===== config.mk =====
export PLATFORM = sky130hd
export DESIGN_NAME = fetch_mem_sequencer
export DESIGN_NICKNAME = d
export VERILOG_FILES = /design/src/rtl/fetch_mem_sequencer_pkg.sv /design/src/rtl/fetch_mem_sequencer_cond_check.sv /design/src/rtl/fetch_mem_sequencer.sv
export SDC_FILE = /design/constraint.sdc
export NUM_CORES = 1
export LEC_CHECK = 0
export ABC_CLOCK_PERIOD_IN_PS = 4600
export CORE_MARGIN = 3
export CORE_UTILIZATION = 48
export CTS_CLUSTER_DIAMETER = 120
export DETAILED_ROUTE_END_ITERATION = 7
export GPL_TIMING_DRIVEN = 0
export PLACE_DENSITY = 0.82
export SYNTH_ARGS = -nofsm -noshare
export SYNTH_HDL_FRONTEND = slang
export SYNTH_SLANG_ARGS = --single-unit

===== constraint.sdc =====
create_clock -name clk_i -period 4.6 [get_ports clk_i]
set_clock_uncertainty 0.2 [all_clocks]
set_input_delay 0.92 -clock clk_i [delete_from_list [all_inputs] [get_ports clk_i]]
set_output_delay 0.92 -clock clk_i [all_outputs]
set_load 0.05 [all_outputs]

===== src/rtl/fetch_mem_sequencer_pkg.sv =====
// Shared encodings for the fetch/memory sequencer: FSM states, micro-ops,
// condition codes and the condition evaluator.
package fetch_mem_sequencer_pkg;

    typedef logic [2:0] state_t;

    localparam state_t ST_FETCH  = 3'd0;
    localparam state_t ST_WAIT_I = 3'd1;
    localparam state_t ST_DECODE = 3'd2;
    localparam state_t ST_EXEC   = 3'd3;
    localparam state_t ST_DATA   = 3'd4;
    localparam state_t ST_WAIT_D = 3'd5;
    localparam state_t ST_HALT   = 3'd6;

    localparam logic [4:0] UOP_NOP    = 5'h00;
    localparam logic [4:0] UOP_ALU    = 5'h01;
    localparam logic [4:0] UOP_BRANCH = 5'h02;
    localparam logic [4:0] UOP_LDR    = 5'h10;
    localparam logic [4:0] UOP_STR    = 5'h11;

    localparam logic [3:0] COND_EQ   = 4'b0000;
    localparam logic [3:0] COND_NE   = 4'b0001;
    localparam logic [3:0] COND_HI   = 4'b1000;
    localparam logic [3:0] COND_LS   = 4'b1001;
    localparam logic [3:0] COND_GT   = 4'b1100;
    localparam logic [3:0] COND_LE   = 4'b1101;
    localparam logic [3:0] COND_AL   = 4'b1110;
    localparam logic [3:0] COND_NONE = 4'b1111;

    // flags are packed {N,Z,C,V}; COND_NONE never passes.
    function automatic logic cond_pass(input logic [3:0] cond, input logic [3:0] flags);
        logic n, z, c, v;
        {n, z, c, v} = flags;
        case (cond)
            4'h0:    return z;
            4'h1:    return !z;
            4'h2:    return c;
            4'h3:    return !c;
            4'h4:    return n;
            4'h5:    return !n;
            4'h6:    return v;
            4'h7:    return !v;
            4'h8:    return c && !z;
            4'h9:    return !c || z;
            4'hA:    return n == v;
            4'hB:    return n != v;
            4'hC:    return !z && (n == v);
            4'hD:    return z || (n != v);
            4'hE:    return 1'b1;
            default: return 1'b0;
        endcase
    endfunction

endpackage


===== src/rtl/fetch_mem_sequencer_cond_check.sv =====
// Combinational branch-condition check against the ALU flags.
module fetch_mem_sequencer_cond_check
    import fetch_mem_sequencer_pkg::*;
(
    input  logic [3:0] cond_i,
    input  logic [3:0] flags_i,
    output logic       taken_o
);
    assign taken_o = cond_pass(cond_i, flags_i);
endmodule


===== src/rtl/fetch_mem_sequencer.sv =====
// Fetch/decode/execute sequencer sharing one memory port between instruction
// fetch and LDR/STR. Optional ack watchdog: define FETCH_WATCHDOG_EN.
module fetch_mem_sequencer
    import fetch_mem_sequencer_pkg::*;
#(
    parameter logic [31:0] RESET_PC    = 32'h0000_0000,
    parameter int          ACK_TIMEOUT = 255
) (
    input  logic        clk_i,
    input  logic        rst_ni,
    input  logic [4:0]  uop_i,
    input  logic [3:0]  branch_cond_i,
    input  logic [31:0] num_i,
    input  logic [3:0]  flags_i,
    input  logic        data_req_i,
    input  logic        data_we_i,
    input  logic [31:0] data_addr_i,
    input  logic [31:0] data_wdata_i,
    input  logic [31:0] mem_rdata_i,
    input  logic        mem_ack_i,
    output logic [15:0] instr_out_o,
    output logic        instr_valid_o,
    output logic [31:0] data_rdata_o,
    output logic        data_done_o,
    output logic        mem_req_o,
    output logic        mem_we_o,
    output logic [31:0] mem_addr_o,
    output logic [31:0] mem_wdata_o,
    output logic [31:0] pc_o,
    output logic        bus_error_o
);
    state_t      state_q, state_d;
    logic [31:0] pc_q, pc_d;
    logic [15:0] instr_q, instr_d;
    logic [31:0] rdata_q, rdata_d;
    logic        done_q, done_d;
    logic        dwe_q, dwe_d;
    logic [31:0] daddr_q, daddr_d;
    logic [31:0] dwdata_q, dwdata_d;
    logic        taken, is_mem_uop, wd_expire, data_phase, req_phase;

    fetch_mem_sequencer_cond_check u_cond (
        .cond_i  (branch_cond_i),
        .flags_i (flags_i),
        .taken_o (taken)
    );

    assign is_mem_uop = (uop_i == UOP_LDR) || (uop_i == UOP_STR);

    always_comb begin
        state_d  = state_q;
        pc_d     = pc_q;
        instr_d  = instr_q;
        rdata_d  = rdata_q;
        done_d   = 1'b0;
        dwe_d    = dwe_q;
        daddr_d  = daddr_q;
        dwdata_d = dwdata_q;
        case (state_q)
            ST_FETCH:  state_d = ST_WAIT_I;
            ST_WAIT_I: begin
                if (mem_ack_i) begin
                    instr_d = pc_q[1] ? mem_rdata_i[31:16] : mem_rdata_i[15:0];
                    state_d = ST_DECODE;
                end else if (wd_expire) begin
                    state_d = ST_HALT;
                end
            end
            ST_DECODE: state_d = ST_EXEC;
            ST_EXEC: begin
                // Data operands are captured here so the bus stays stable until ack.
                if (is_mem_uop && data_req_i) begin
                    dwe_d    = data_we_i;
                    daddr_d  = data_addr_i;
                    dwdata_d = data_wdata_i;
                    state_d  = ST_DATA;
                end else begin
                    pc_d    = taken ? pc_q + 32'd4 + (num_i << 1) : pc_q + 32'd2;
                    state_d = ST_FETCH;
                end
            end
            ST_DATA:   state_d = ST_WAIT_D;
            ST_WAIT_D: begin
                if (mem_ack_i) begin
                    if (!dwe_q) rdata_d = mem_rdata_i;
                    done_d  = 1'b1;
                    pc_d    = pc_q + 32'd2;
                    state_d = ST_FETCH;
                end else if (wd_expire) begin
                    state_d = ST_HALT;
                end
            end
            default:   state_d = state_q;
        endcase
    end

    always_ff @(posedge clk_i or negedge rst_ni) begin
        if (!rst_ni) begin
            state_q  <= ST_FETCH;
            pc_q     <= {RESET_PC[31:1], 1'b0};
            instr_q  <= '0;
            rdata_q  <= '0;
            done_q   <= 1'b0;
            dwe_q    <= 1'b0;
            daddr_q  <= '0;
            dwdata_q <= '0;
        end else begin
            state_q  <= state_d;
            pc_q     <= pc_d;
            instr_q  <= instr_d;
            rdata_q  <= rdata_d;
            done_q   <= done_d;
            dwe_q    <= dwe_d;
            daddr_q  <= daddr_d;
            dwdata_q <= dwdata_d;
        end
    end

`ifdef FETCH_WATCHDOG_EN
    localparam int WD_W = ($clog2(ACK_TIMEOUT + 1) < 8) ? 8 : $clog2(ACK_TIMEOUT + 1);
    logic [WD_W-1:0] wd_cnt_q;
    logic            bus_err_q;
    logic            in_wait;

    assign in_wait   = (state_q == ST_WAIT_I) || (state_q == ST_WAIT_D);
    assign wd_expire = in_wait && !mem_ack_i && (wd_cnt_q == WD_W'(ACK_TIMEOUT - 1));

    always_ff @(posedge clk_i or negedge rst_ni) begin
        if (!rst_ni) begin
            wd_cnt_q  <= '0;
            bus_err_q <= 1'b0;
        end else begin
            wd_cnt_q <= (in_wait && !mem_ack_i) ? wd_cnt_q + 1'b1 : '0;
            if (wd_expire) bus_err_q <= 1'b1;
        end
    end
    assign bus_error_o = bus_err_q;
`else
    logic unused_ack_timeout;
    assign unused_ack_timeout = (ACK_TIMEOUT != 0);
    assign wd_expire          = 1'b0;
    assign bus_error_o        = 1'b0;
`endif

    // Reset gates the request combinationally so an access dies the moment reset asserts.
    assign data_phase    = (state_q == ST_DATA) || (state_q == ST_WAIT_D);
    assign req_phase     = (state_q == ST_FETCH) || (state_q == ST_WAIT_I) || data_phase;
    assign mem_req_o     = rst_ni && req_phase;
    assign mem_we_o      = mem_req_o && data_phase && dwe_q;
    assign mem_addr_o    = !mem_req_o ? '0 : (data_phase ? daddr_q : {pc_q[31:2], 2'b00});
    assign mem_wdata_o   = (mem_req_o && data_phase) ? dwdata_q : '0;
    assign instr_out_o   = instr_q;
    assign instr_valid_o = (state_q == ST_DECODE);
    assign data_rdata_o  = rdata_q;
    assign data_done_o   = done_q;
    assign pc_o          = pc_q;

endmodule


==> results of run 1 <==
## layout by cell type, fill, tap and decap left out, types with 3 or more instances in the layout
master / Yosys / layout
o21bai_1: 3 / 3
a221o_1: 3 / 3
o211ai_1: 4 / 4
nand2b_1: 5 / 5
a21oi_1: 96 / 96
mux2i_1: 52 / 52
and3_1: 41 / 41
and2_1: 3 / 3
clkbuf_1: 46 / 46
clkbuf_16: 0 / 17
inv_8: 0 / 3
inv_1: 19 / 19
or2_2: 3 / 3
ha_1: 60 / 60
nand3_1: 26 / 26
nor2_1: 76 / 76
nor2b_1: 9 / 9
o21ai_0: 46 / 46
buf_2: 4 / 4
a221oi_1: 4 / 3
nor4_1: 3 / 3
nand2_1: 60 / 60
xnor2_1: 20 / 20
o31ai_1: 5 / 5
o22ai_1: 4 / 4
nand4_1: 11 / 11
inv_6: 0 / 7
dfrtp_1: 148 / 148
or3_1: 5 / 5
xor2_1: 11 / 11
buf_1: 7 / 7
a21o_1: 18 / 18
nor3_1: 14 / 14
nor3b_1: 4 / 4
mux2_2: 98 / 98
clkdlybuf4s50_1: 0 / 286
## how the worst max path moves through the flow
stage               cells after the start         endpoint  slack (ns)        from
finish                                  5  mem_wdata_o[25]        0.29  state_q[2]
global route                            5  mem_wdata_o[17]        0.02  state_q[2]
CTS                                     6  mem_wdata_o[25]        0.12      rst_ni
detailed placement                     14         pc_o[24]       -0.13    num_i[1]
global placement                        6  mem_wdata_o[15]       -5.90      rst_ni
floorplan                              13         pc_o[24]        0.83    num_i[1]
## final cells by class
cell class | instances | area [um^2]
Clock buffer | 17 | 425
Buffer | 59 | 234
Inverter | 19 | 71.3
Multi-Input combinational cell | 724 | 5290
Timing Repair Buffer | 288 | 2910
Clock inverter | 15 | 180
Tap cell | 260 | 325
Fill cell | 1448 | 5690
Sequential cell | 148 | 3700
## critical path: cells and delay by family, from the launching register on
kind | cells | cell delay [ns]
buffers and inverters | 4 | 2.24
flip-flops | 1 | 0.32
AND/OR/NAND/NOR | 1 | 0.21
## stage by stage
| step | area, um^2 | TNS [ns] | worst slack (ns) | util [%] | hold slack (ns) |
|---|---|---|---|---|---|
| after floorplan | 9290 | 0 | 0.833 | - | 0.272 |
| after global placement | 12500 | -941.38 | -5.90 | 66.3 | 0.281 |
| after detailed placement | 12500 | -0.139 | -0.132 | 66.5 | 0.288 |
| after CTS | 13100 | 0 | 0.121 | 69.7 | 0.277 |
| after global routing | 13100 | 0 | 0.0187 | 69.8 | 0.211 |
| final | 13100 | 0 | 0.288 | 69.8 | 0.170 |
## sequential cells by signal (all words and copies together), names as in the netlist
name and count:
instr_out_o 16, data_done_o 1, data_rdata_o 32, dwdata_q 32
daddr_q 32, pc_o 31, state_q 3, dwe_q 1
## metal layers
layer  vias up  global-route usage [%]
li1       4066                       -
met1      4107                    34.6
met2       397                    44.4
met3        44                    8.59
met4         0                    7.36
met5         -                       0
## report_power, final
| part | switching, W | internal, W |
|---|---|---|
| clock | 0.000616 | 0.000824 |
| combinational | 0.00331 | 0.00201 |
| sequential | 0.000489 | 0.00176 |
| total | 0.00441 | 0.00460 |
## logic make-up after synthesis
| group | Yosys count | share of synthesized area (%) |
|---|---|---|
| buffers and inverters | 78 | 3.29 |
| xor gates and xnor gates | 31 | 2.92 |
| AOI/OAI and AO/OA | 211 | 13.9 |
| muxes | 150 | 17.5 |
| other | 1 | 0.0404 |
| adders and majority gates | 61 | 8.30 |
| and+or+nand+nor | 269 | 14.2 |
| DFF | 148 | 39.9 |
==> impl_results.md, run 1 <==
- Routed wl met2: 13900 um
- Gpl congestion: 0.967
- Status: complete, no violations
- Inserted Diodes: 0
- Boundary Pins: 295
- Total power: 0.00901 W
- Routed WL per cell: 19.1 um
- Fin nets: 1464
- # DRC: 0
- Measured slew at the worst slew-check pin: 0.914 ns
- Worst min path class: input port to async pin
- Peak VDD IR: 0.000519 V
- Initial DRC Count: 622
- Post-CTS Resized: 1
- Fraction of layout cells with a size suffix above 1: 11.9%
- Total of max-cap violations: 0
- Clk_lat worst skew: 0.42 ns
- Post-synthesis sequential area ratio: 39.9%
- Total CTS buffers: 17
- Leakage dissipation: 5.81 nW
- Top-area cell type share of the netlist area: 39.9%
- First-pass GRT wire length: 46000 um
- I/O Buffers: 287
- Fmax: 232 MHz
- Slew HR: 38.9%
- Fin cells: 1530
- Crit Path Class: register to output pin
- Worst Path Arrival: 3.19 ns
- DR pass1 iterations: 5
- Synth cell types: 63
- RR Endpoint: pc_o[24]
- RSZ-0062 raised after global routing: no
- Initial Util: 49.3%
- Die extent in x: 145 um
- DR vias: 8614
- Wl on met1: 12100 um
- Number of flops mapped to enable cells by yosys: 0
- Antenna-violating nets left: 0
- Top post-synthesis cells by area: dfrtp_1 40%, mux2_2 12%, ha_1 8.1%, mux2i_1 5.6%, a21oi_1 5.2%
- Netlist Area Pre-Place: 0.00929 mm^2
- Global route overflow: 0
- Nature of the critical path endpoint: output pin
- Critical-path maximum fanout: 10
- Area growth syn-to-layout: 41.5%
- Clk sink count: 148
- Dpl cells: 1498
- Reg clk slew, reported paths: 0.06 ns
- Flop2flop setup slack: 0.80 ns
- Drt total wl: 29300 um
- Max Slew Vio Count: 0
- Initial antenna violation count: 0
- Synth cell count leaders: 148 x dfrtp_1, 98 x mux2_2, 96 x a21oi_1
- WP data required: 3.48 ns
- R2R depth: 13
- Synth Flop Type: dfrtp_1
- Vias in the first global route: 8621
- Mapped Cells: 949
- Post-CTS setup buffer count: 0
- CP max stage cell: clkdlybuf4s50_1
- Tcrit/Tclk final: 93.7%
- CTS max path bufs: 2
- Avg Cell Area, Syn: 9.79 um^2
- Met3 wire length: 2830 um
- Clock root cell: clkbuf_16
- Critical-path cell list: clkbuf_1 -> clkbuf_1 -> clkbuf_1 -> and3_1 -> clkdlybuf4s50_1
- Crit path time final: 4.31 ns
- CP startpoint kind: register
- Most frequent cell after synthesis: dfrtp_1
- CTS tree: done
- P per Cell Area: 686 mW/mm^2
- Yosys reg bits: 148
- Setup violators final: 0
- Hold buffers post-CTS: 0
- DP Wirelength: 22500 um
- Synth area leader: dfrtp_1
- Reg2reg start: pc_o[2]
- Die height: 145 um
- Critical path's most frequent cell: clkbuf_1
- Synth async-reset ratio: 100%
- Row count: 50
- Largest net degree at the start of global routing: 78
- Die area: 0.0211 mm^2
- Max H-tree Level: 4
- Highest metal used: met4
- CP peak stage delay: 0.83 ns
- DR vias/cell: 5.63
- Warnings, synthesis: 0
- Core Box Area: 0.0188 mm^2
- Final Hold Viols: 0
- Total GRT Usage: 27.0%
Power figures use the tool's default switching activity.
==> inputs of run 2 (changes only) <==
Settings changed: CORE_MARGIN 3 to 4, CORE_UTILIZATION 48 to 30, PLACE_DENSITY 0.82 to not set.
==> run 2 against run 1 <==
Critical endpoint is now mem_addr_o[17]. Cell area up 1.3%. Worst setup slack gained 0.016 ns. First-iteration DRC count up 2.1%. Power barely moved. Largest cell class unchanged. Global-route usage decreased by 8.9 points. Clock power about the same. Sequential share of layout area is 0.36 points lower.
==> impl_results.md, run 2 (same netlist as run 1, synthesis figures left out) <==
- Critical-path cell list: buf_8 -> buf_16 -> nand2b_1 -> clkbuf_1 -> nor2_1 -> clkdlybuf4s50_1 (was clkbuf_1 -> clkbuf_1 -> clkbuf_1 -> and3_1 -> clkdlybuf4s50_1)
- Inserted Diodes: 0 (unchanged)
- DR vias: 8455 (was 8614)
- Final Hold Viols: 0 (unchanged)
- Area growth syn-to-layout: 43.3% (was 41.5%)
- Die area: 0.0338 mm^2 (was 0.0211 mm^2)
- Max H-tree Level: 4 (unchanged)
- Global route overflow: 0 (unchanged)
- Commonest non-fill, non-tap cells in the layout: 254 x clkdlybuf4s50_1, 148 x dfrtp_1, 98 x mux2_2 (was 286 x clkdlybuf4s50_1, 148 x dfrtp_1, 98 x mux2_2)
- Setup TNS Final: 0 ns (unchanged)
- Area of the multi-input gates: 0.00529 mm^2 (unchanged)
- Die height: 184 um (was 145 um)
- Status: complete, no violations (unchanged)
- Fin nets: 1465 (was 1464)
- First-pass GRT wire length: 48700 um (was 46000 um)
- Worst Path Arrival: 3.18 ns (was 3.19 ns)
- Max Slew Vio Count: 0 (unchanged)
- Seq. cell area: 0.00370 mm^2 (unchanged)
- Worst min path class: input port to async pin (unchanged)
- Vias in the first global route: 8581 (was 8621)
- Total of max-cap violations: 0 (unchanged)
- I/O Buffers: 287 (unchanged)
- Clk_lat worst skew: 0.42 ns (about the same)
- Slew HR: 33.2% (was 38.9%)
- Row count: 64 (was 50)
- WP data required: 3.48 ns (about the same)
- Clock root cell: clkbuf_16 (unchanged)
- Fraction of layout cells with a size suffix above 1: 12.0% (was 11.9%)
- CP peak stage delay: 0.89 ns (was 0.83 ns)
- Initial DRC Count: 635 (was 622)
- Antenna-violating nets left: 0 (unchanged)
- Clk sink count: 148 (unchanged)
- Core Box Area: 0.0306 mm^2 (was 0.0188 mm^2)
- CP delay by family, top: buffers and inverters (unchanged)
- Measured slew at the worst slew-check pin: 1.00 ns (was 0.914 ns)
- P per Cell Area: 676 mW/mm^2 (was 686 mW/mm^2)
- Peak VDD IR: 0.000427 V (was 0.000519 V)
- Routed WL per cell: 18.8 um (was 19.1 um)
- CTS max path bufs: 2 (unchanged)
- Fillers: 3035 (was 1448)
- Tcrit/Tclk final: 93.4% (was 93.7%)
- Initial antenna violation count: 0 (unchanged)
- Hold buffers post-CTS: 0 (unchanged)
- Largest net degree at the start of global routing: 61 (was 78)
- DR vias/cell: 5.07 (was 5.63)
- Crit path time final: 4.30 ns (was 4.31 ns)
- Crit Path Class: input port to output pin (was register to output pin)
- Reg clk slew, reported paths: 0.08 ns (was 0.06 ns)
- CP startpoint kind: input port (was register)
- Critical-path maximum fanout: 60 (was 10)
- DR pass1 iterations: 5 (unchanged)
- Fin Hold WS: 0.218 ns (was 0.170 ns)
- CP max stage cell: clkdlybuf4s50_1 (unchanged)
- Total GRT Usage: 18.1% (was 27.0%)
- CP bufs+invs: 4 (unchanged)
- Total CTS buffers: 17 (unchanged)
- Leakage dissipation: 6.01 nW (was 5.81 nW)
- # DRC: 0 (unchanged)
- Gpl congestion: 0.903 (was 0.967)
- Drt total wl: 31300 um (was 29300 um)
- CTS tree: done (unchanged)
- RSZ-0062 raised after global routing: no (unchanged)
- DP Wirelength: 24100 um (was 22500 um)
- Die extent in x: 184 um (was 145 um)
- Nature of the critical path endpoint: output pin (unchanged)
- Most common cell after layout, fill and taps aside: clkdlybuf4s50_1 (unchanged)
- Final core utilization: 43.5% (was 69.8%)
- Fmax: 233 MHz (was 232 MHz)
- Boundary Pins: 295 (unchanged)
- Setup violators final: 0 (unchanged)
- Initial Util: 30.4% (was 49.3%)
==> run 2: cell count changes in the layout (fill, tap and decap cells not counted), moves of 2 or more <==
| cell | delta |
|---|---|
| clkdlybuf4s50_1 | -32 |
| dlygate4sd2_1 | +29 |
| inv_6 | -5 |
| inv_8 | +4 |
| dlymetal6s2s_1 | +3 |
| clkinv_8 | +2 |
==> run 2: report_power, final <==
part           switching [W]  leakage, nW  internal [W]
clock network       0.000663        0.293      0.000785
registers           0.000499         1.89       0.00176
logic                0.00328         3.83       0.00202
==> run 2: per-layer routing <==
layer | up-vias | GRT usage, % | share of wire [%]
met5 | - | 0 | 0
met4 | 0 | 3.73 | 1.5
met3 | 36 | 5.80 | 8.7
met2 | 315 | 28.6 | 45
met1 | 4043 | 24.6 | 45
li1 | 4061 | - | -
==> run 2: layout make-up <==
type                    instances  area share (%)
repair buffers                289            21.9
inverters                      19           0.536
clock buffers                  17            3.20
flip-flops and latches        148            27.8
well taps                     396            3.72
plain buffers                  59            1.76
multi-input cells             724            39.7
clock inverters                15            1.37
==> run 2: final timing paths <==
| check | slack, ns | startpoint | depth (start not counted) | endpoint |
|---|---|---|---|---|
| min in group clk_i | 0.30 | dwdata_q[16] | 1 | dwdata_q[16] |
| max | 0.30 | rst_ni | 6 | mem_addr_o[17] |
| min reg2reg | 0.30 | dwdata_q[16] | 1 | dwdata_q[16] |
| max in group asynchronous | 3.19 | rst_ni | 2 | pc_o[8] |
| min | 0.22 | rst_ni | 1 | data_rdata_o[6] |
| max reg2reg | 0.76 | pc_o[2] | 13 | pc_o[24] |
==> run 2: timing repair <==
| item | CTS | global route |
|---|---|---|
| gates resized for setup | 29 | 5 |
| gates cloned | 1 | 0 |
| setup buffers | 0 | 0 |
| endpoints found under the setup margin | 36 | 4 |
==> run 2: stage by stage <==
step           area (um^2)  instances  setup WS (ns)  total power (W)
2_1_floorplan         9290        950          0.833          0.00581
3_3_place_gp         12700       1633          -6.35          0.00752
3_5_place_dp         12700       1634         -0.314          0.00756
4_1_cts              13300       1667         0.0448          0.00907
5_1_grt              13300       1667         0.0336          0.00963
6_report             13300       1667          0.305          0.00900
==> inputs of run 3 (changes only) <==
Settings changed: PLACE_DENSITY_LB_ADDON set to 0.2.
==> run 3 against run 2 <==
Non-clock buffer count unchanged. Register-to-register slack improved by 0.03 ns. Sequential share of layout area is 0.11 points lower. Critical path depth stayed put. Cell area increased by 0.40%. Die area unchanged. Worst setup slack better by 0.0023 ns. Final cell count grew 0.12%.
==> impl_results.md, run 3 (same netlist as run 1, synthesis figures left out) <==
- Peak VDD IR: 0.000332 V (was 0.000427 V)
- Die extent in x: 184 um (unchanged)
- Area growth syn-to-layout: 43.9% (was 43.3%)
- Sw frac: 48.5% (was 49.4%)
- # DRC: 0 (unchanged)
- Cell Area, Placed: 0.0127 mm^2 (unchanged)
- DR vias/cell: 5.06 (was 5.07)
- Most common cell after layout, fill and taps aside: clkdlybuf4s50_1 (unchanged)
- Clk_lat worst skew: 0.43 ns (was 0.42 ns)
- Total GRT Usage: 18.4% (was 18.1%)
- Post-CTS setup buffer count: 0 (unchanged)
- DR pass1 iterations: 6 (was 5)
- First-pass GRT wire length: 49100 um (was 48700 um)
- Commonest non-fill, non-tap cells in the layout: 255 x clkdlybuf4s50_1, 148 x dfrtp_1, 98 x mux2_2 (was 254 x clkdlybuf4s50_1, 148 x dfrtp_1, 98 x mux2_2)
- Fillers: 3046 (was 3035)
- P per Cell Area: 684 mW/mm^2 (was 676 mW/mm^2)
- Crit path time final: 4.29 ns (was 4.30 ns)
- Slew HR: 30.5% (was 33.2%)
- Leakage dissipation: 6.02 nW (was 6.01 nW)
- Total CTS buffers: 17 (unchanged)
- Crit Path Class: input port to output pin (unchanged)
- Die height: 184 um (unchanged)
- Critical-path cell list: buf_12 -> buf_16 -> nand2b_1 -> clkbuf_1 -> nor2_1 -> clkdlybuf4s50_1 (was buf_8 -> buf_16 -> nand2b_1 -> clkbuf_1 -> nor2_1 -> clkdlybuf4s50_1)
- Seq. cell area: 0.00370 mm^2 (unchanged)
- Gpl congestion: 0.904 (was 0.903)
- Fraction of layout cells with a size suffix above 1: 12.0% (unchanged)
- CP bufs+invs: 4 (unchanged)
- Measured slew at the worst slew-check pin: 1.04 ns (was 1.00 ns)
- Total power: 0.00915 W (was 0.00900 W)
- Clk pwr share: 17.2% (was 16.1%)
- Max Slew Vio Count: 0 (unchanged)
- Comb pwr share: 58.1% (was 58.9%)
- Total of max-cap violations: 0 (unchanged)
- Clk sink count: 148 (unchanged)
- Initial DRC Count: 424 (was 635)
- Setup violators final: 0 (unchanged)
- Drt total wl: 31800 um (was 31300 um)
- CP max stage cell: clkdlybuf4s50_1 (unchanged)
- DR vias: 8443 (was 8455)
- I/O Buffers: 287 (unchanged)
- Tcrit/Tclk final: 93.3% (was 93.4%)
- Worst min path class: input port to async pin (unchanged)
- CP startpoint kind: input port (unchanged)
- Critical-path maximum fanout: 73 (was 60)
- CP peak stage delay: 0.88 ns (was 0.89 ns)
- WP data required: 3.48 ns (about the same)
- Final Hold Viols: 0 (unchanged)
- Fin Hold WS: 0.175 ns (was 0.218 ns)
- Max H-tree Level: 4 (unchanged)
- Largest net degree at the start of global routing: 74 (was 61)
- Sequential Power Share: 24.8% (was 25.1%)
- Status: complete, no violations (unchanged)
- Die area: 0.0338 mm^2 (unchanged)
- Initial Util: 30.4% (unchanged)
- Fmax: 233 MHz (about the same)
- Vias in the first global route: 8681 (was 8581)
- Clock root cell: clkbuf_16 (unchanged)
- Reg clk slew, reported paths: 0.07 ns (was 0.08 ns)
- Global route overflow: 0 (unchanged)
- Switching pwr: 0.00444 W (was 0.00445 W)
- Routed WL per cell: 19.1 um (was 18.8 um)
- CTS tree: done (unchanged)
- Area of the multi-input gates: 0.00529 mm^2 (unchanged)
- DP Wirelength: 24300 um (was 24100 um)
- Core Box Area: 0.0306 mm^2 (unchanged)
- Worst Path Arrival: 3.17 ns (was 3.18 ns)
- CP delay by family, top: buffers and inverters (unchanged)
- Design area: 0.0134 mm^2 (was 0.0133 mm^2)
- Initial antenna violation count: 2 (was 0)
- Antenna-violating nets left: 0 (unchanged)
- Nature of the critical path endpoint: output pin (unchanged)
- Internal: 0.00471 W (was 0.00456 W)
- CTS max path bufs: 2 (unchanged)
- Row count: 64 (unchanged)
- Boundary Pins: 295 (unchanged)
- RSZ-0062 raised after global routing: no (unchanged)
- Fin nets: 1465 (unchanged)
run 3: cell count changes in the layout (fill, tap and decap cells not counted), sizes merged, moves of 2 or more:
cell      change
clkinvlp      -2
clkinv        -2
bufinv        +3
diode         +2
run 3: metrics by stage:
stage                     utilization (%)  setup WS, ns  std cells  setup TNS, ns
after global routing                 43.7        0.0259       1669              0
after floorplan                         -         0.833        950              0
after global placement               41.4         -6.55       1633       -1032.06
final                                43.7         0.307       1669              0
after detailed placement             41.5        -0.428       1634         -12.68
after CTS                            43.6        0.0746       1667              0
run 3: path summary, 6_finish.rpt:
| kind | from | to | slack (ns) | cells past startpoint |
|---|---|---|---|---|
| worst max-delay path | rst_ni | mem_addr_o[17] | 0.31 | 6 |
| worst min-delay path | rst_ni | data_rdata_o[10] | 0.18 | 1 |
| worst max register to register | pc_o[9] | pc_o[29] | 0.79 | 10 |
| worst min register to register | dwdata_q[0] | dwdata_q[0] | 0.30 | 1 |
| max in group asynchronous | rst_ni | state_q[1] | 3.27 | 2 |
| min in group clk_i | dwdata_q[0] | dwdata_q[0] | 0.30 | 1 |
run 3: routing by layer:
metal | vias to the layer above | global-route usage [%] | part of all wire (%)
li1 | 4046 | - | -
met1 | 4057 | 24.9 | 45
met2 | 312 | 28.3 | 45
met3 | 28 | 5.96 | 8.6
met4 | 0 | 4.91 | 1.3
met5 | - | 0 | 0
run 3: worst reg2reg max path, stage by stage (launching register included):
cell and delay [ns]:
dfrtp_1 0.63, ha_1 0.32, ha_1 0.35, nand2_1 0.17, o21ai_0 0.23, or3_1 0.38
o211ai_1 0.31, o211ai_1 0.26, a22oi_1 0.27, mux2_2 0.37, a221oi_1 0.23
run 3: power by group through the flow:
stage	registers (W)	logic (W)	clock network, W
finish	0.00227	0.00531	0.00157
global route	0.00233	0.00577	0.00167
CTS	0.00227	0.00532	0.00161
detailed placement	0.00229	0.00529	0
global placement	0.00228	0.00527	0
floorplan	0.00299	0.00282	0
run 3: repair_timing:
item	4_1_cts	5_1_grt
pin swaps	0	0
hold buffers	0	0
gates resized for setup	31	4
endpoints found under the setup margin	52	3
gates cloned	1	0
run 3: cell type report:
| cell class | count | area share [%] |
|---|---|---|
| multi-input combinational | 724 | 39.6 |
| sequential | 148 | 27.7 |
| timing repair buffer | 289 | 21.8 |
| tap | 396 | 3.71 |
| clock buffer | 17 | 3.18 |
| buffer | 59 | 1.75 |
| clock inverter | 15 | 1.69 |
| inverter | 19 | 0.534 |
| antenna | 2 | 0.0374 |
